--- config.mk ---
export PLATFORM = sky130hd
export DESIGN_NAME = hog_cell_hist
export DESIGN_NICKNAME = d
export VERILOG_FILES = /design/src/rtl/hog_pkg.sv /design/src/rtl/hog_bin_split.sv /design/src/rtl/hog_cell_hist.sv
export SDC_FILE = /design/constraint.sdc
export NUM_CORES = 2
export LEC_CHECK = 0
export ABC_AREA = 1
export BUFFER_PORTS_ARGS = -buffer_cell sky130_fd_sc_hd__buf_2
export CORE_MARGIN = 8
export CORE_UTILIZATION = 30
export CTS_BUF_LIST = sky130_fd_sc_hd__clkbuf_8 sky130_fd_sc_hd__clkbuf_16
export DETAILED_ROUTE_END_ITERATION = 6
export HOLD_SLACK_MARGIN = 0.02
export PLACE_DENSITY_LB_ADDON = 0.05
export SYNTH_ARGS = -nofsm -noshare
export SYNTH_HDL_FRONTEND = slang
export SYNTH_HIERARCHICAL = 1
export SYNTH_SLANG_ARGS = --single-unit
--- constraint.sdc ---
create_clock -name clk -period 8.9 [get_ports clk]
set_input_delay 0 -clock clk [delete_from_list [all_inputs] [get_ports clk]]
set_output_delay 0 -clock clk [all_outputs]
set_load 0.005 [all_outputs]
--- src/rtl/hog_pkg.sv ---
// Shared constants, the stage-1 record and the bin-slice helper for the HOG cell histogram.
package hog_pkg;

    localparam int NUM_BINS = 9;
    localparam int CELL_PIX = 64;
    localparam int MAG_W    = 16;
    localparam int FRAC_W   = 8;
    localparam int BIN_W    = 32;
    localparam int DATA_W   = NUM_BINS * BIN_W;
    localparam int ADDR_W   = 13;
    localparam int IDX_W    = 4;
    localparam int CNT_W    = 6;

    // One split pixel travelling from stage 1 to stage 2.
    typedef struct packed {
        logic             valid;
        logic             sof;
        logic             zero;
        logic [IDX_W-1:0] lo_idx;
        logic [IDX_W-1:0] hi_idx;
        logic [MAG_W-1:0] lo;
        logic [MAG_W-1:0] hi;
    } split_t;

    // LSB position of bin k inside the packed histogram word.
    function automatic int bin_lsb(input int k);
        return k * BIN_W;
    endfunction

endpackage

--- src/rtl/hog_bin_split.sv ---
// Stage 1: splits a pixel magnitude between its lower and upper orientation bins.
module hog_bin_split
    import hog_pkg::*;
(
    input  logic              clk,
    input  logic              rst,
    input  logic              valid_i,
    input  logic              sof_i,
    input  logic [MAG_W-1:0]  mag_i,
    input  logic [IDX_W-1:0]  bin_i,
    input  logic [FRAC_W-1:0] frac_i,
    output split_t            split_o
);

    logic [FRAC_W:0]         weight;
    logic [MAG_W+FRAC_W:0]   prod;
    logic [MAG_W-1:0]        lo_raw;
    logic                    illegal;
    split_t                  split_d;
    split_t                  split_q;

    // Compute the lower-bin share; the upper share is the remainder so the total is exact.
    always_comb begin
        weight  = 9'd256 - {1'b0, frac_i};
        prod    = (MAG_W+FRAC_W+1)'(mag_i) * (MAG_W+FRAC_W+1)'(weight);
        lo_raw  = prod[FRAC_W +: MAG_W];
        illegal = (bin_i > IDX_W'(NUM_BINS-1));

        split_d        = '0;
        split_d.valid  = valid_i;
        split_d.sof    = valid_i & sof_i;
        split_d.zero   = illegal;
        if (!illegal) begin
            split_d.lo     = lo_raw;
            split_d.hi     = mag_i - lo_raw;
            split_d.lo_idx = bin_i;
            split_d.hi_idx = (bin_i == IDX_W'(NUM_BINS-1)) ? '0 : bin_i + 1'b1;
        end
    end

    // Register the split pixel; reset drops anything in flight.
    always_ff @(posedge clk) begin
        if (!rst) begin
            split_q <= '0;
        end else begin
            split_q <= split_d;
        end
    end

    assign split_o = split_q;

endmodule

--- src/rtl/hog_cell_hist.sv ---
// Accumulates 64 soft-binned pixels per cell into a 9-bin histogram and emits it with its cell index.
module hog_cell_hist
    import hog_pkg::*;
#(
    parameter int NUM_CELLS = 4800
) (
    input  logic              clk,
    input  logic              rst,
    input  logic              i_valid,
    input  logic              i_sof,
    input  logic [MAG_W-1:0]  i_mag,
    input  logic [3:0]        i_bin,
    input  logic [FRAC_W-1:0] i_frac,
    output logic              o_valid,
    output logic [DATA_W-1:0] bin,
    output logic [ADDR_W-1:0] addr_fw,
    output logic              o_err
);

    split_t                             s1;
    logic [NUM_BINS-1:0][BIN_W-1:0]     acc_q, acc_d;
    logic [DATA_W-1:0]                  bin_q, bin_d;
    logic [CNT_W-1:0]                   pix_cnt_q, pix_cnt_d;
    logic [ADDR_W-1:0]                  cell_cnt_q, cell_cnt_d;
    logic [ADDR_W-1:0]                  addr_q, addr_d;
    logic                               valid_q, valid_d;
    logic                               err_q, err_d;
    logic [CNT_W-1:0]                   base_cnt;
    logic [ADDR_W-1:0]                  base_cell;
    logic                               last;
    logic [BIN_W-1:0]                   sum_v;

    hog_bin_split u_split (
        .clk     (clk),
        .rst     (rst),
        .valid_i (i_valid),
        .sof_i   (i_sof),
        .mag_i   (i_mag),
        .bin_i   (i_bin),
        .frac_i  (i_frac),
        .split_o (s1)
    );

    // Stage 2: add the two contributions; a start-of-frame pixel restarts the cell from empty.
    always_comb begin
        acc_d      = acc_q;
        bin_d      = bin_q;
        pix_cnt_d  = pix_cnt_q;
        cell_cnt_d = cell_cnt_q;
        addr_d     = addr_q;
        valid_d    = 1'b0;
        err_d      = err_q;
        base_cnt   = s1.sof ? '0 : pix_cnt_q;
        base_cell  = s1.sof ? '0 : cell_cnt_q;
        last       = (base_cnt == CNT_W'(CELL_PIX-1));
        sum_v      = '0;

        if (s1.valid) begin
            if (s1.zero) begin
                err_d = 1'b1;
            end
            for (int k = 0; k < NUM_BINS; k++) begin
                sum_v = s1.sof ? '0 : acc_q[k];
                if (s1.lo_idx == IDX_W'(k)) sum_v = sum_v + BIN_W'(s1.lo);
                if (s1.hi_idx == IDX_W'(k)) sum_v = sum_v + BIN_W'(s1.hi);
                if (last) begin
                    bin_d[bin_lsb(k) +: BIN_W] = sum_v;
                    acc_d[k]                   = '0;
                end else begin
                    acc_d[k] = sum_v;
                end
            end
            if (last) begin
                valid_d    = 1'b1;
                addr_d     = base_cell;
                pix_cnt_d  = '0;
                cell_cnt_d = (base_cell == ADDR_W'(NUM_CELLS-1)) ? '0 : base_cell + 1'b1;
            end else begin
                pix_cnt_d  = base_cnt + 1'b1;
                cell_cnt_d = base_cell;
            end
        end
    end

    // Stage-2 state and output registers.
    always_ff @(posedge clk) begin
        if (!rst) begin
            acc_q      <= '0;
            bin_q      <= '0;
            pix_cnt_q  <= '0;
            cell_cnt_q <= '0;
            addr_q     <= '0;
            valid_q    <= 1'b0;
            err_q      <= 1'b0;
        end else begin
            acc_q      <= acc_d;
            bin_q      <= bin_d;
            pix_cnt_q  <= pix_cnt_d;
            cell_cnt_q <= cell_cnt_d;
            addr_q     <= addr_d;
            valid_q    <= valid_d;
            err_q      <= err_d;
        end
    end

    assign o_valid = valid_q;
    assign bin     = bin_q;
    assign addr_fw = addr_q;
    assign o_err   = err_q;

endmodule
== Word-level counts from Yosys, hierarchy flattened ==
Index checks and enable logic that the tools add are counted.
Storage, ports and cells
  register bits: 653
  input port bits: 32
  output and inout bits: 303
  logic and storage cells: 126
Operators by class
  add/subtract/negate cells: 23
  multipliers: 1
  $lt $le $gt $ge: 1
  equality and inequality tests: 19
  mux-type cells: 51
  bitwise gates (word level): 2
  reductions and logical operators: 7
Operator list (number)
  2-to-1 mux 32 bit: 45
  adder 32 x 16 -> 32 bit: 18
  2-to-1 mux 13 bit: 3
  == test 4 x 3 -> 1 bit (second input constant): 8
  multiplier 16 x 9 -> 24 bit: 1
  == test 4 x 2 -> 1 bit (second input constant): 4
  subtractor 16 bit: 1
  adder 13 x 1 -> 13 bit (second input constant): 1
  == test 13 bit (second input constant): 1
  == test 4 bit (second input constant): 3
  2-to-1 mux 6 bit: 2
  subtractor 9 x 8 -> 9 bit (first input constant): 1
  == test 4 x 1 -> 1 bit (second input constant): 2
  zero test 4 bit: 2
  adder 6 x 1 -> 6 bit (second input constant): 1
  == test 6 bit (second input constant): 1
  AND reduction 2 bit: 3
  adder 4 x 1 -> 4 bit (second input constant): 1
  > comparator 4 bit (second input constant): 1
  OR reduction 3 bit: 1
  OR reduction 2 bit: 1
  AND 1 bit: 1
  2-to-1 mux 1 bit: 1
  NOT 1 bit: 1

== Depth between registers and ports, before layout ==
  depth after elaboration: 7
  depth in mapped cells: 45
  depth with buffers taken out: 43

== Hierarchy ==
The synthesis kept the hierarchy.
Modules (own cells, without submodules)
  hog_cell_hist: instances 1, cells an instance 8401, area each 51356.8 um^2, sequential area each 12211.7 um^2
  hog_bin_split: instances 1, cells an instance 895, area each 6575.1 um^2, sequential area each 860.8 um^2

== Worst setup path before layout ==
Ideal clock, no wire load.
  kind: input to register
  start point: in i_frac[0]
  end point: reg u_split.split_q, in the netlist u_split/split_o[14]
  library setup time: 115 ps
  arrival: 6073 ps
  data required time: 8785 ps
  path slack: 2712 ps
  cell stages on the path: 36
  path buffers: 3
  path through: buf_4 > clkbuf_1 > inv_1 > ha_1 > xnor2_1 > clkbuf_1 > nand2_1 > fa_1 > inv_1 > fa_1 > fa_1 > inv_1 > fa_1 > inv_1 > ha_1 > nand2_1 > inv_1 > a21oi_1 > nand2_2 > xor2_1 > inv_1 > fa_1 > inv_1 > a21oi_1 > nor2_1 > nor2_1 > nor2_1 > nor2_1 > nand2_1 > nand3_1 > nand2_1 > nand3_2 > nand2_2 > nand3_2 > a21oi_1 > nor2_1
Between the ends
  word-level cells in the longest chain between the ends: 3
Ends and longest elaborated chain
  start, declared: RTL line hog_cell_hist.sv:13  | input logic [FRAC_W-1:0] i_frac,
  subtractor 9 x 8 -> 9 bit: RTL line hog_bin_split.sv:24  | weight = 9'd256 - {1'b0, frac_i};
  multiplier 16 x 9 -> 24 bit: RTL line hog_bin_split.sv:25  | prod = (MAG_W+FRAC_W+1)'(mag_i) * (MAG_W+FRAC_W+1)'(weight);
  via u_split.prod[9]: RTL line hog_bin_split.sv:16  | logic [MAG_W+FRAC_W:0] prod;
  subtractor 16 bit: RTL line hog_bin_split.sv:35  | split_d.hi = mag_i - lo_raw;
  end signal, assigned: RTL line hog_bin_split.sv:46  | split_q <= split_d;
  end, declared: RTL line hog_bin_split.sv:20  | split_t split_q;
The timed path passes the listed nets, and every way through them passes these cells.
A chain may end at the register's enable or synchronous reset.

== Final worst setup path ==
Same ends and word-level chain as after synthesis.

==> impl_metrics.toml <==
[routing]
finalWirelength_um = 238000
drtAntennaViolNets = 0
wl_per_cell_um = 19.6
dr.pass1.iters = 6
vias = 59600
drcViolationCount = 0
drt_iter0_drc = 3705
viasPerCell = 4.91

[placed_design]
dp_hpwl_um = 177000
gp_congestion = 0.891
place_inst = 11900
numPortBuffers = 334
dp_slack_ns = 1.82

[final_layout]
syn2layout_area_growth_pct = 13.3
final_cells = 12100
filler_cell_count = 21500
fin_nets = 9996
seqCellArea_um2 = 13100
multi_input_area_um2 = 38200
drive_above_1_share_pct = 10.2

[sta]
setup_tns_ns = 0
slew_violations = 0
hold_viol = 0
tightest_slew_ns = 1.22
setup_slack_ns = 1.43
fin_crit_sh_pct = 83.9
fmax_mhz = 134
min_period_ns = 7.47
rsz0062_at_grt = "false"
finClkSkew_ns = 0.0440
finalSetupViolCount = 0
max-slew-margin-rel_pct = 18.5

[clock_network]
root_buffer = "clkbuf_16"
cts_buffers = 91
cts_buffer_depth = 3
clock-sinks = 653
ctsResizeCount = 0
clock_latency_ns = 0.74
cts_tree = "yes"
path_clk_slew_ns = 0.06
htreeDepth = 3

[die]
ios = 335
dieHeight_um = 455
core_um2 = 192000
start_util_pct = 30.1
dieArea_um2 = 207000
std_cell_rows = 161
die_x_um = 455

[critical_path]
r2r_cells = 25
cp_slowest_stage_delay_ns = 0.57
worstPathMaxFanout = 17
startpoint_type = "input pin"
r2r-end = "acc_q[53]"
regToRegStartpoint = "u_split/split_o[41]"
r2r_slack_ns = 2.64
critPathKind = "in2reg"
crit_path_end_kind = "flip-flop"
slowest_stage = "dlygate4sd3_1"
path_common_cell = "inv_1"
crit_required_ns = 9.50
crit_arrival_ns = 8.07

[global_route]
antenna_found_initial = 11
overflow = 0
grt_pass1_vias = 57800
track_usage_pct = 22.0
grt_max_degree = 189
grt_pass1_wl_um = 361000

[job]
cap_viol_max_count = 0

[yosys]
synth_nets = 9773
synth.area.top_cells = "dfxtp_1, nand2_1, inv_1"
seq_area_frac_synth_pct = 22.6
syn-instance-count = 9296
synth_warnings = 6
async_flop_share_pct = 0
ys.flop_type = "dfxtp_1"
ys_types = 66
yosysTopAreaCell = "dfxtp_1"
synth-edff-count = 0
syn_area_um2 = 57900
synth_top_area_share_pct = 22.6
synth.ff_latch_count = 653
syn_area_per_cell_um2 = 6.23

[hold_path]
min_path_cells = 6
hold_path.class = "in2reg"
hold_start = "i_frac[7]"
min_to = "u_split/split_o[31]"

[pwr]
powerDensity_nw_per_um2 = 180
vdd_drop_max_v = 0.000180
p_leak_nw = 30.6

[status]
run_status = "finished, final reports clean"
-- cell families (layout without fill, tap and decap cells) --
| group | Yosys count | count (layout) | synth area share (%) |
|---|---|---|---|
| AOI/OAI and AO/OA | 1822 | 1822 | 17.2 |
| adders and majority gates | 445 | 445 | 11.1 |
| muxes | 1 | 1 | 0.0173 |
| other | 0 | 4 | 0 |
| and+or+nand+nor | 4343 | 4343 | 32.8 |
| buffers and inverters | 1722 | 2020 | 11.5 |
| xor gates and xnor gates | 310 | 310 | 4.75 |
| DFF | 653 | 653 | 22.6 |
-- worst max-delay path: cells and delay by family --
kind / cells / cell delay [ns]
compound gates: 3 / 0.44
fa+ha+maj: 7 / 2.98
xor+xnor: 1 / 0.28
simple gates: 20 / 2.27
buf+inv: 13 / 2.10
-- stage by stage --
stage / utilization, % / total power, mW / area, µm² / hold WS (ns)
after floorplan: - / 6.47 / 57900 / 0.0724
after global placement: 32.3 / 7.89 / 62100 / 0.233
after detailed placement: 32.3 / 7.90 / 62100 / 0.233
after CTS: 34.2 / 12.0 / 65600 / 0.0209
after global routing: 34.2 / 12.7 / 65600 / 0.0877
final: 34.2 / 11.8 / 65700 / 0.0795
-- layer usage --
metal | share of wire, % | global-route usage (%) | vias up
met5 | 0 | 0 | -
met3 | 3.6 | 2.23 | 215
met1 | 46 | 28.7 | 27900
met2 | 48 | 38.9 | 1148
met4 | 2.9 | 5.67 | 0
li1 | - | - | 30300
-- how the worst max path moves through the flow --
stage,startpoint,end,slack [ns],depth (start not counted)
floorplan,i_frac[0],u_split/split_o[14],2.71,36
global placement,i_frac[0],u_split/split_o[14],1.82,43
detailed placement,i_frac[0],u_split/split_o[14],1.82,42
CTS,i_frac[0],u_split/split_o[14],1.52,44
global route,i_frac[0],u_split/split_o[14],0.70,44
finish,i_frac[0],u_split/split_o[14],1.43,44
-- Yosys cell counts (5+ instances only) --
cell      number
nor2_1       911
nand3_1      474
xor2_1       203
clkbuf_1     242
nand2_4       14
a21boi_0      18
o21ai_0      615
and3_1        10
o21bai_1     180
inv_1       1330
a31oi_1       35
or2_2         32
buf_1         16
buf_2         58
inv_2         50
buf_6         10
nor2_2        56
nand2_1     2318
nor2_4        16
nor3_1        81
fa_1         116
clkinv_1       9
o211ai_1       9
a211oi_1       8
a21oi_1      816
a21oi_2        6
nand2_2      109
nand3b_1      24
nand3_2       65
nor3b_1        8
o31ai_1        5
a21o_1        11
xnor2_1      102
or2_1          5
dfxtp_1      653
o22ai_1       42
nor3_2        17
ha_1         329
o21ai_1       26
nor4_1        31
o21a_1        25
nand4_1      151
and2_1         9
-- repair_timing --
item,in CTS,in global routing
endpoints found under the hold margin,115,0
hold buffers,42,0
setup buffers,0,0
-- placed cells by master, fill, tap and decap left out, types with 10 or more instances in the layout --
cell,count
nand2_1,2318
inv_1,1339
nor2_1,905
a21oi_1,816
dfxtp_1,651
o21ai_0,615
nand3_1,474
buf_2,333
ha_1,329
xor2_1,203
o21bai_1,180
nand4_1,151
fa_1,116
nand2_2,109
xnor2_1,102
clkbuf_16,95
buf_4,84
nor3_1,79
nand3_2,65
nor2_2,58
inv_2,49
o22ai_1,42
dlygate4sd3_1,42
a31oi_1,35
or2_2,32
nor4_1,31
o21ai_1,26
o21a_1,25
nand3b_1,24
nor2_4,20
a21boi_0,18
nor3_2,18
clkinv_2,18
clkbuf_8,16
nand2_4,14
a21o_1,11
and3_1,10
-- registers in the layout, summed over array words and instances, names as in the netlist --
register,flops
pix_cnt_q,6
cell_cnt_q,13
o_err,1
o_valid,1
bin,288
addr_fw,13
acc_q,288
u_split/split_o,43
-- final cells by class --
type                            instances  share of cell area, %
Clock buffer                          111                   3.96
Sequential cell                       653                   19.9
Timing Repair Buffer                  463                   4.25
Tap cell                             2526                   4.81
Clock inverter                         57                  0.840
Antenna cell                            4                 0.0152
Inverter                             1389                   7.99
Multi-Input combinational cell       6921                   58.2
-- report_power, final --
part	internal [mW]	switching [mW]
sequential	2.99	0.0669
combinational	1.60	3.31
clock	2.31	1.57
No activity file was read; power rests on OpenSTA's default activity.
